<file path="src/rtl/i2s_tx_serializer.sv">
// Philips I2S transmitter: one-deep sample buffer, mono sample sent in both slots.
// Define I2S_TX_MUTE_ON_UNDERRUN_EN to send silence instead of repeating on underrun.
module i2s_tx_serializer #(
  parameter int CLK_DIV  = 4,
  parameter int SAMPLE_W = 16,
  parameter int SLOT_W   = 32
) (
  input  logic                clk,
  input  logic                rst,
  input  logic [SAMPLE_W-1:0] sample_in,
  input  logic                sample_valid,
  output logic                sample_ready,
  input  logic                underrun_clr,
  output logic                bclk,
  output logic                lrclk,
  output logic                sdata,
  output logic                frame_start,
  output logic                underrun
);

  localparam int DW = (CLK_DIV > 1) ? $clog2(CLK_DIV) : 1;
  localparam int BW = $clog2(2 * SLOT_W);

  localparam logic [DW-1:0] DIV_MAX = DW'(CLK_DIV - 1);
  localparam logic [BW-1:0] BIT_MAX = BW'(2 * SLOT_W - 1);
  localparam logic [BW-1:0] SLOT_N  = BW'(SLOT_W);

  logic [DW-1:0]       div_cnt;
  logic [BW-1:0]       bit_cnt;
  logic [BW-1:0]       bit_nxt;
  logic [BW-1:0]       slot_pos;
  logic [SAMPLE_W-1:0] hold;
  logic [SAMPLE_W-1:0] frame_reg;
  logic                hold_full;
  logic                div_wrap;
  logic                fall;
  logic                wrap0;
  logic                accept;
  logic                starve;
  logic                sd_nxt;

  assign sample_ready = ~hold_full;

  assign div_wrap = (div_cnt == DIV_MAX);
  assign fall     = div_wrap & bclk;
  assign wrap0    = fall & (bit_cnt == BIT_MAX);
  assign accept   = sample_valid & ~hold_full;
  assign starve   = wrap0 & ~hold_full & ~sample_valid;

  assign bit_nxt = (bit_cnt == BIT_MAX) ? '0
                 : bit_cnt + BW'(1);

  assign slot_pos = (bit_nxt >= SLOT_N) ? bit_nxt - SLOT_N
                  : bit_nxt;

  // Slot position k carries bit SAMPLE_W-k; k=0 is the I2S one-bit delay
  always_comb begin
    sd_nxt = 1'b0;
    for (int i = 0; i < SAMPLE_W; i++) begin
      if (slot_pos == BW'(SAMPLE_W - i)) begin
        sd_nxt = frame_reg[i];
      end
    end
  end

  always_ff @(posedge clk or posedge rst) begin
    if (rst) begin
      div_cnt     <= '0;
      bit_cnt     <= BIT_MAX;
      bclk        <= 1'b0;
      lrclk       <= 1'b1;
      sdata       <= 1'b0;
      frame_start <= 1'b0;
      underrun    <= 1'b0;
      hold        <= '0;
      hold_full   <= 1'b0;
      frame_reg   <= '0;
    end else begin
      frame_start <= 1'b0;
      div_cnt     <= div_wrap ? '0 : div_cnt + DW'(1);

      if (div_wrap) begin
        bclk <= ~bclk;
      end

      if (fall) begin
        bit_cnt <= bit_nxt;
        lrclk   <= (bit_nxt >= SLOT_N);
        sdata   <= sd_nxt;
      end

      if (wrap0) begin
        frame_start <= 1'b1;
        if (hold_full) begin
          frame_reg <= hold;
          hold_full <= 1'b0;
        end else if (sample_valid) begin
          frame_reg <= sample_in;
`ifdef I2S_TX_MUTE_ON_UNDERRUN_EN
        end else begin
          frame_reg <= '0;
`endif
        end
      end else if (accept) begin
        hold      <= sample_in;
        hold_full <= 1'b1;
      end

      if (starve) begin
        underrun <= 1'b1;
      end else if (underrun_clr) begin
        underrun <= 1'b0;
      end
    end
  end

endmodule

</file>
<file path="config.mk">
export PLATFORM = sky130hd
export DESIGN_NAME = i2s_tx_serializer
export DESIGN_NICKNAME = d
export VERILOG_FILES = /design/src/rtl/i2s_tx_serializer.sv
export SDC_FILE = /design/constraint.sdc
export NUM_CORES = 1
export LEC_CHECK = 0
export BUFFER_PORTS_ARGS = -buffer_cell sky130_fd_sc_hd__buf_2
export CAP_MARGIN = 25
export CELL_PAD_IN_SITES_DETAIL_PLACEMENT = 0
export CELL_PAD_IN_SITES_GLOBAL_PLACEMENT = 1
export CORE_ASPECT_RATIO = 1.2
export CORE_MARGIN = 2
export CORE_UTILIZATION = 40
export DETAILED_ROUTE_END_ITERATION = 12
export PLACE_DENSITY = 0.79
export SETUP_SLACK_MARGIN = 0.05
export SYNTH_ARGS = -nofsm -noshare
export SYNTH_HDL_FRONTEND = slang
export SYNTH_SLANG_ARGS = --single-unit
export TNS_END_PERCENT = 10
</file>
<file path="constraint.sdc">
create_clock -name clk -period 2.95 [get_ports clk]
set_input_delay 0.4425 -clock clk [delete_from_list [all_inputs] [get_ports clk]]
set_output_delay 0.4425 -clock clk [all_outputs]
set_load 0.03 [all_outputs]
</file>
==> results of run 1 <==
stage by stage:
stage | setup WS [ps] | std cells | power, uW | cell area (um^2) | hold WS (ps)
3_5_place_dp | 744 | 276 | 788 | 2440 | 382
4_1_cts | 712 | 284 | 1190 | 2530 | 59.0
6_report | 742 | 284 | 1160 | 2530 | 56.3
2_1_floorplan | 991 | 194 | 750 | 2270 | 403
3_3_place_gp | 811 | 275 | 781 | 2410 | 414
5_1_grt | 485 | 284 | 1220 | 2530 | 69.0
cells by family after synthesis:
family / count (synthesis) / synth area share [%]
AO/OA/AOI/OAI: 36 / 9.66
XOR/XNOR: 8 / 3.09
adder cells (fa/ha/maj): 6 / 3.31
buffers and inverters: 17 / 4.42
flip-flops: 46 / 51.2
multiplexers: 33 / 17.1
AND/OR/NAND/NOR: 48 / 11.2
final cells by class:
class | instances | area (um^2)
fillers | 549 | 3020
inverters | 7 | 26.3
multi-input cells | 131 | 1010
repair buffers | 28 | 168
clock buffers | 7 | 86.3
well taps | 64 | 80.1
clock inverters | 1 | 5.00
flip-flops and latches | 46 | 1160
worst paths after layout:
check	start	slack, ps	end	cells after the start
setup / recovery	bit_cnt[0]	740	frame_reg[15]	6
hold / removal	rst	60	frame_start	2
setup reg to reg	bit_cnt[0]	740	frame_reg[15]	6
hold reg to reg	div_cnt[0]	430	div_cnt[0]	1
max in group asynchronous	rst	2380	frame_reg[10]	3
min in group clk	underrun_clr	340	underrun	2
power by group:
group / leakage, uW / internal [uW] / total, uW / switching, uW
Combinational: 0.000713 / 51.5 / 91.6 / 40.0
Sequential: 0.000565 / 664 / 682 / 17.9
Clock: 0.0000482 / 189 / 388 / 199
Total: 0.00133 / 905 / 1160 / 257
synthesized netlist by cell type:
cell type,instances,share of area [%]
nor3_1,2,0.44
xor2_1,6,2.3
dfrtp_1,39,43
buf_8,1,0.66
a221oi_1,4,1.5
buf_4,1,0.33
o21ai_0,8,1.8
o211ai_1,1,0.33
nor3b_1,1,0.33
buf_6,2,0.99
mux2_2,6,3.0
buf_2,4,0.88
mux2i_1,17,7.5
nor2_1,23,3.8
nor2_4,1,0.50
nand3_4,1,0.77
and3_1,3,0.83
o2111ai_1,1,0.39
ha_1,6,3.3
a21oi_1,16,3.5
a2bb2oi_1,1,0.39
dfstp_2,7,8.1
nor2b_1,1,0.28
a31oi_1,1,0.28
and2_1,1,0.28
nand4_4,1,0.94
nand4_1,2,0.55
xnor2_1,2,0.77
nand3_1,3,0.66
mux2_4,10,6.6
clkbuf_2,1,0.22
a21o_1,2,0.66
o32ai_1,2,0.77
nand3b_1,2,0.66
buf_1,1,0.17
nand2_1,7,1.2
inv_1,7,1.2
metal layers:
metal  part of all wire, %  vias to the layer above  track usage [%]
met1                    45                      671             17.6
met2                    50                       17             21.7
met5                     0                        -                0
met3                   2.8                        6             3.26
li1                      -                      726                -
met4                   1.8                        0             5.22
critical path: stages (launching register included):
cell     delay [ps]
dfstp_2         600
ha_1            250
and3_1          330
nand4_4         180
nor2_4          510
nor2_1          110
a21oi_1         140
==> metrics.txt, run 1 <==
status finished clean; hold buffer count at CTS 0; Final Hold Violating Endpoints 0; Setup CP Type reg2reg; Final Util 45.6%; YS warnings 0; Initial Utilization 40.8%; Die W 72.7 um; Post-Syn Area 2270 um^2; grt total ovfl 0; HP Class in2async; Worst IR Drop VDD 212 uV; post-CTS sizing 0; # rows 30; RSZ-0062 raised after global routing false; FMAX 0.453 GHz; post-CTS setup buffer count 0; DR vias/cell 5.00; vias 1420; nets 245; CP startpoint kind flop; port buffer count 25; LEAKAGE 0.00133 uW; Cells after Synth 194; setup TNS 0 ps; Setup-failing EPs final 0; register area share after synthesis 51.2%; Synth Register Bits 46; GR Util All Layers 13.5%; Iteration-0 DRC Markers 43; DRC viols 0; layout cells sized above 1 27.7%; Die H 86.5 um; PwrDens 459 nW/um^2; syn_area_per_cell 11.7 um^2; Max Clock Skew 5.92 ps; Period minus WS final 2210 ps; Synth cell types 37; io pins 26; Synth Net Count 220; CTS clk-pin slew, worst paths 80 ps; CTS tree yes; CTS root buf clkbuf_8; Clock Latency Late Sink 290 ps; Slew HR 59.5%; worst-margin pin slew 606 ps; Inserted Clock Buffers 5; worst-path maximum fanout 32; Detailed Place HPWL 2780 um; ANT cells 0; largest net degree at the start of global routing 33; Data arrival, critical path 2430 ps; Setup crit end kind flop; commonest non-fill, non-tap cell in the layout dfrtp_1; Layout area overhead 11.7%; first-pass GRT wire length 6670 um; routed length per instance 13.1 um; drt first pass iters 4; clk sink count 46; vias in the first global route 1465; initial antenna violation count 0; final wirelength 3710 um; Max Slew Vio Count 0; most frequent cells in the layout 39 x dfrtp_1, 25 x buf_2, 23 x nor2_1; Clock Tree Buf Depth 2; period utilisation layout 74.8%; overall die area 6290 um^2; core area 5560 um^2; H-tree levels 2; Max Cap Viol 0; antenna-violating nets left 0; WP data required 3170 ps; GP Congestion 0.802
Power figures use the tool's default switching activity.
==> run 2, diff against run 1 <==
Settings changed: ABC_AREA set to 1, PLACE_DENSITY 0.79 to 0.82.
Clock period 2.95 ns to 2.2 ns, I/O delays scaled along.
==> run 2 against run 1 <==
Setup slack worse by 450 ps; global-route usage is 1.3 points higher; clock skew hardly changed; hold slack worse by 24 ps; clock power is 60% higher; register-to-register slack worse by 450 ps; fmax is 16% higher; core utilization is 1.4 points higher; area after synthesis is 2.8% higher; sequential cell count stayed put; synthesized cell count is 39% higher.
==> metrics.txt, run 2 <==
DRC viols 0; Post-Syn Area 2330 um^2; ANT cells 0; vias in the first global route 1681; Die W 73.7 um; R2R setup slack 290 ps; simple-gate area share of the yosys netlist 17.3%; most frequent cells in the layout 69 x nand2_1, 40 x inv_1, 39 x dfrtp_1; synthesized-area fraction occupied by adder cells 3.22%; Initial Utilization 41.4%; DR vias/cell 4.74; H-tree levels 2; Clock Latency Late Sink 290 ps; Critical Path End frame_reg[10]; multiplexer share of the synthesized area 0%; reg-to-reg startpoint bit_cnt[0]; most instantiated library cell after synthesis nand2_1; post-CTS setup buffer count 0; antenna-violating nets left 0; Iteration-0 DRC Markers 54; CTS root buf clkbuf_8; Area after DPL 2530 um^2; Cells after Synth 269; # rows 30; Die H 87.6 um; largest net degree at the start of global routing 36; RSZ-0062 raised after global routing false; CTS tree yes; Synth Register Bits 46; design area 2650 um^2; Top FF cell, synth dfrtp_1; CP startpoint kind flop; reg2reg end frame_reg[10]; Critical Path, Cell by Cell ha_1 > nand2_2 > nor2_4 > nand3_2 > nor2_4 > inv_2 > a21oi_4 > buf_12 > nand2_1 > o21a_1; overall power 1600 uW; commonest non-fill, non-tap cell in the layout nand2_1; CP Buf/Inv Count 2; YS warnings 0; overall die area 6450 um^2; Slew HR 70.1%; status finished clean; Layout area overhead 13.5%; Synth area leader dfrtp_1; nets 321; FMAX 0.524 GHz; io pins 26; Post-Synth XOR/XNOR Area 0.376%; layout cells sized above 1 21.6%; LEAKAGE 0.00127 uW; Inserted Clock Buffers 5; Post-synth top cells 69 x nand2_1, 41 x inv_1, 39 x dfrtp_1, 35 x o21ai_0, 11 x nor2_1; clk sink count 46; largest family of logic cells by synthesized area compound AO/OA/AOI/OAI gates; Data arrival, critical path 2090 ps; routed length per instance 11.4 um; setup TNS 0 ps; first-pass GRT wire length 7420 um; worst-margin pin slew 447 ps; CP max stage delay 590 ps; Setup-failing EPs final 0; instance count on the critical path 10; PwrDens 606 nW/um^2; initial antenna violation count 0; GR Util All Layers 14.8%; CTS clk-pin slew, worst paths 90 ps; WP data required 2380 ps; HP Class in2async; final wirelength 4120 um; Synth cell types 28; Clock Tree Buf Depth 2; period utilisation layout 86.8%; port buffer count 25; Synth Net Count 295; Detailed Place HPWL 2960 um; vias 1705; Worst IR Drop VDD 409 uV; ranking of synthesized cells by area dfrtp_1 42%, nand2_1 11%, dfstp_2 7.9%; EDFF count, synth 0; Worst Reg-to-Reg Cells 10; grt total ovfl 0; Final Hold Violating Endpoints 0; Max Cap Viol 0; Max Clock Skew 5.94 ps; register area share after synthesis 49.8%; Max Slew Vio Count 0; Synth Area in Compound Gates 19.5%; most used cell, CP nor2_4; Setup CP Type reg2reg; Crit path max-delay family flip-flops; drt first pass iters 6; worst-path maximum fanout 32; slowest stage cell, crit path dfstp_2; post-CTS sizing 0; Worst setup startpoint bit_cnt[0]; Post-synth ARST share 100%; hold buffer count at CTS 0; GP Congestion 0.779; Setup crit end kind flop; syn_area_per_cell 8.66 um^2; Synth top area share 41.9%; core area 5630 um^2; Period minus WS final 1910 ps
[run 2: changes by cell type in the layout (fill, tap and decap cells not counted), sizes merged, moves of 3 or more]
cell    before  now
a21oi       16    6
and3         3    0
o211ai       1    7
nand2        7   70
inv          6   42
a221oi       4    0
nor2        24   13
o21a         0    9
xor2         6    1
mux2i       17    0
mux2        16    0
o21ai        8   42
nand3        4   10
[run 2: power by group]
part	leakage, uW	switching (uW)	internal, uW
logic	0.000634	48.1	36.1
registers	0.000587	18.6	880
clock network	0.0000514	280	339
total	0.00127	347	1250
[run 2: logic make-up after synthesis]
logic type,count (synthesis)
AND/OR/NAND/NOR,96
flip-flops,46
adder cells (fa/ha/maj),6
XOR/XNOR,1
AO/OA/AOI/OAI,67
buffers and inverters,53
[run 2: area by class of cell]
class | count | area, um^2
repair buffers | 29 | 193
well taps | 64 | 80.1
clock inverters | 2 | 37.5
flip-flops and latches | 46 | 1160
inverters | 43 | 161
clock buffers | 6 | 72.6
multi-input cells | 170 | 941
fillers | 559 | 2990
[run 2: metrics by stage]
step | setup WS, ps | std cells | utilization [%] | hold slack (ps)
6_report | 291 | 360 | 47.0 | 32.7
5_1_grt | 111 | 360 | 47.0 | 68.7
4_1_cts | 272 | 360 | 47.0 | 37.5
3_5_place_dp | 289 | 352 | 45.0 | 372
3_3_place_gp | 346 | 352 | 45.0 | 374
2_1_floorplan | 449 | 269 | - | 403
[run 2: worst min-delay path by stage]
stage               start            to  cells after the start
6_report              rst  frame_reg[4]                      2
5_1_grt               rst     hold_full                      2
4_1_cts               rst     hold_full                      2
3_5_place_dp          rst          bclk                      2
3_3_place_gp          rst         sdata                      2
2_1_floorplan  div_cnt[0]    div_cnt[0]                      1
[run 2: metal layers]
layer / GRT usage, % / wire (um) / up-vias / share of wire (%)
met3: 3.11 / 120 / 6 / 2.9
met5: 0 / 0 / - / 0
met2: 23.6 / 1870 / 26 / 45
li1: - / - / 909 / -
met4: 6.28 / 57 / 0 / 1.4
met1: 19.4 / 2070 / 764 / 50
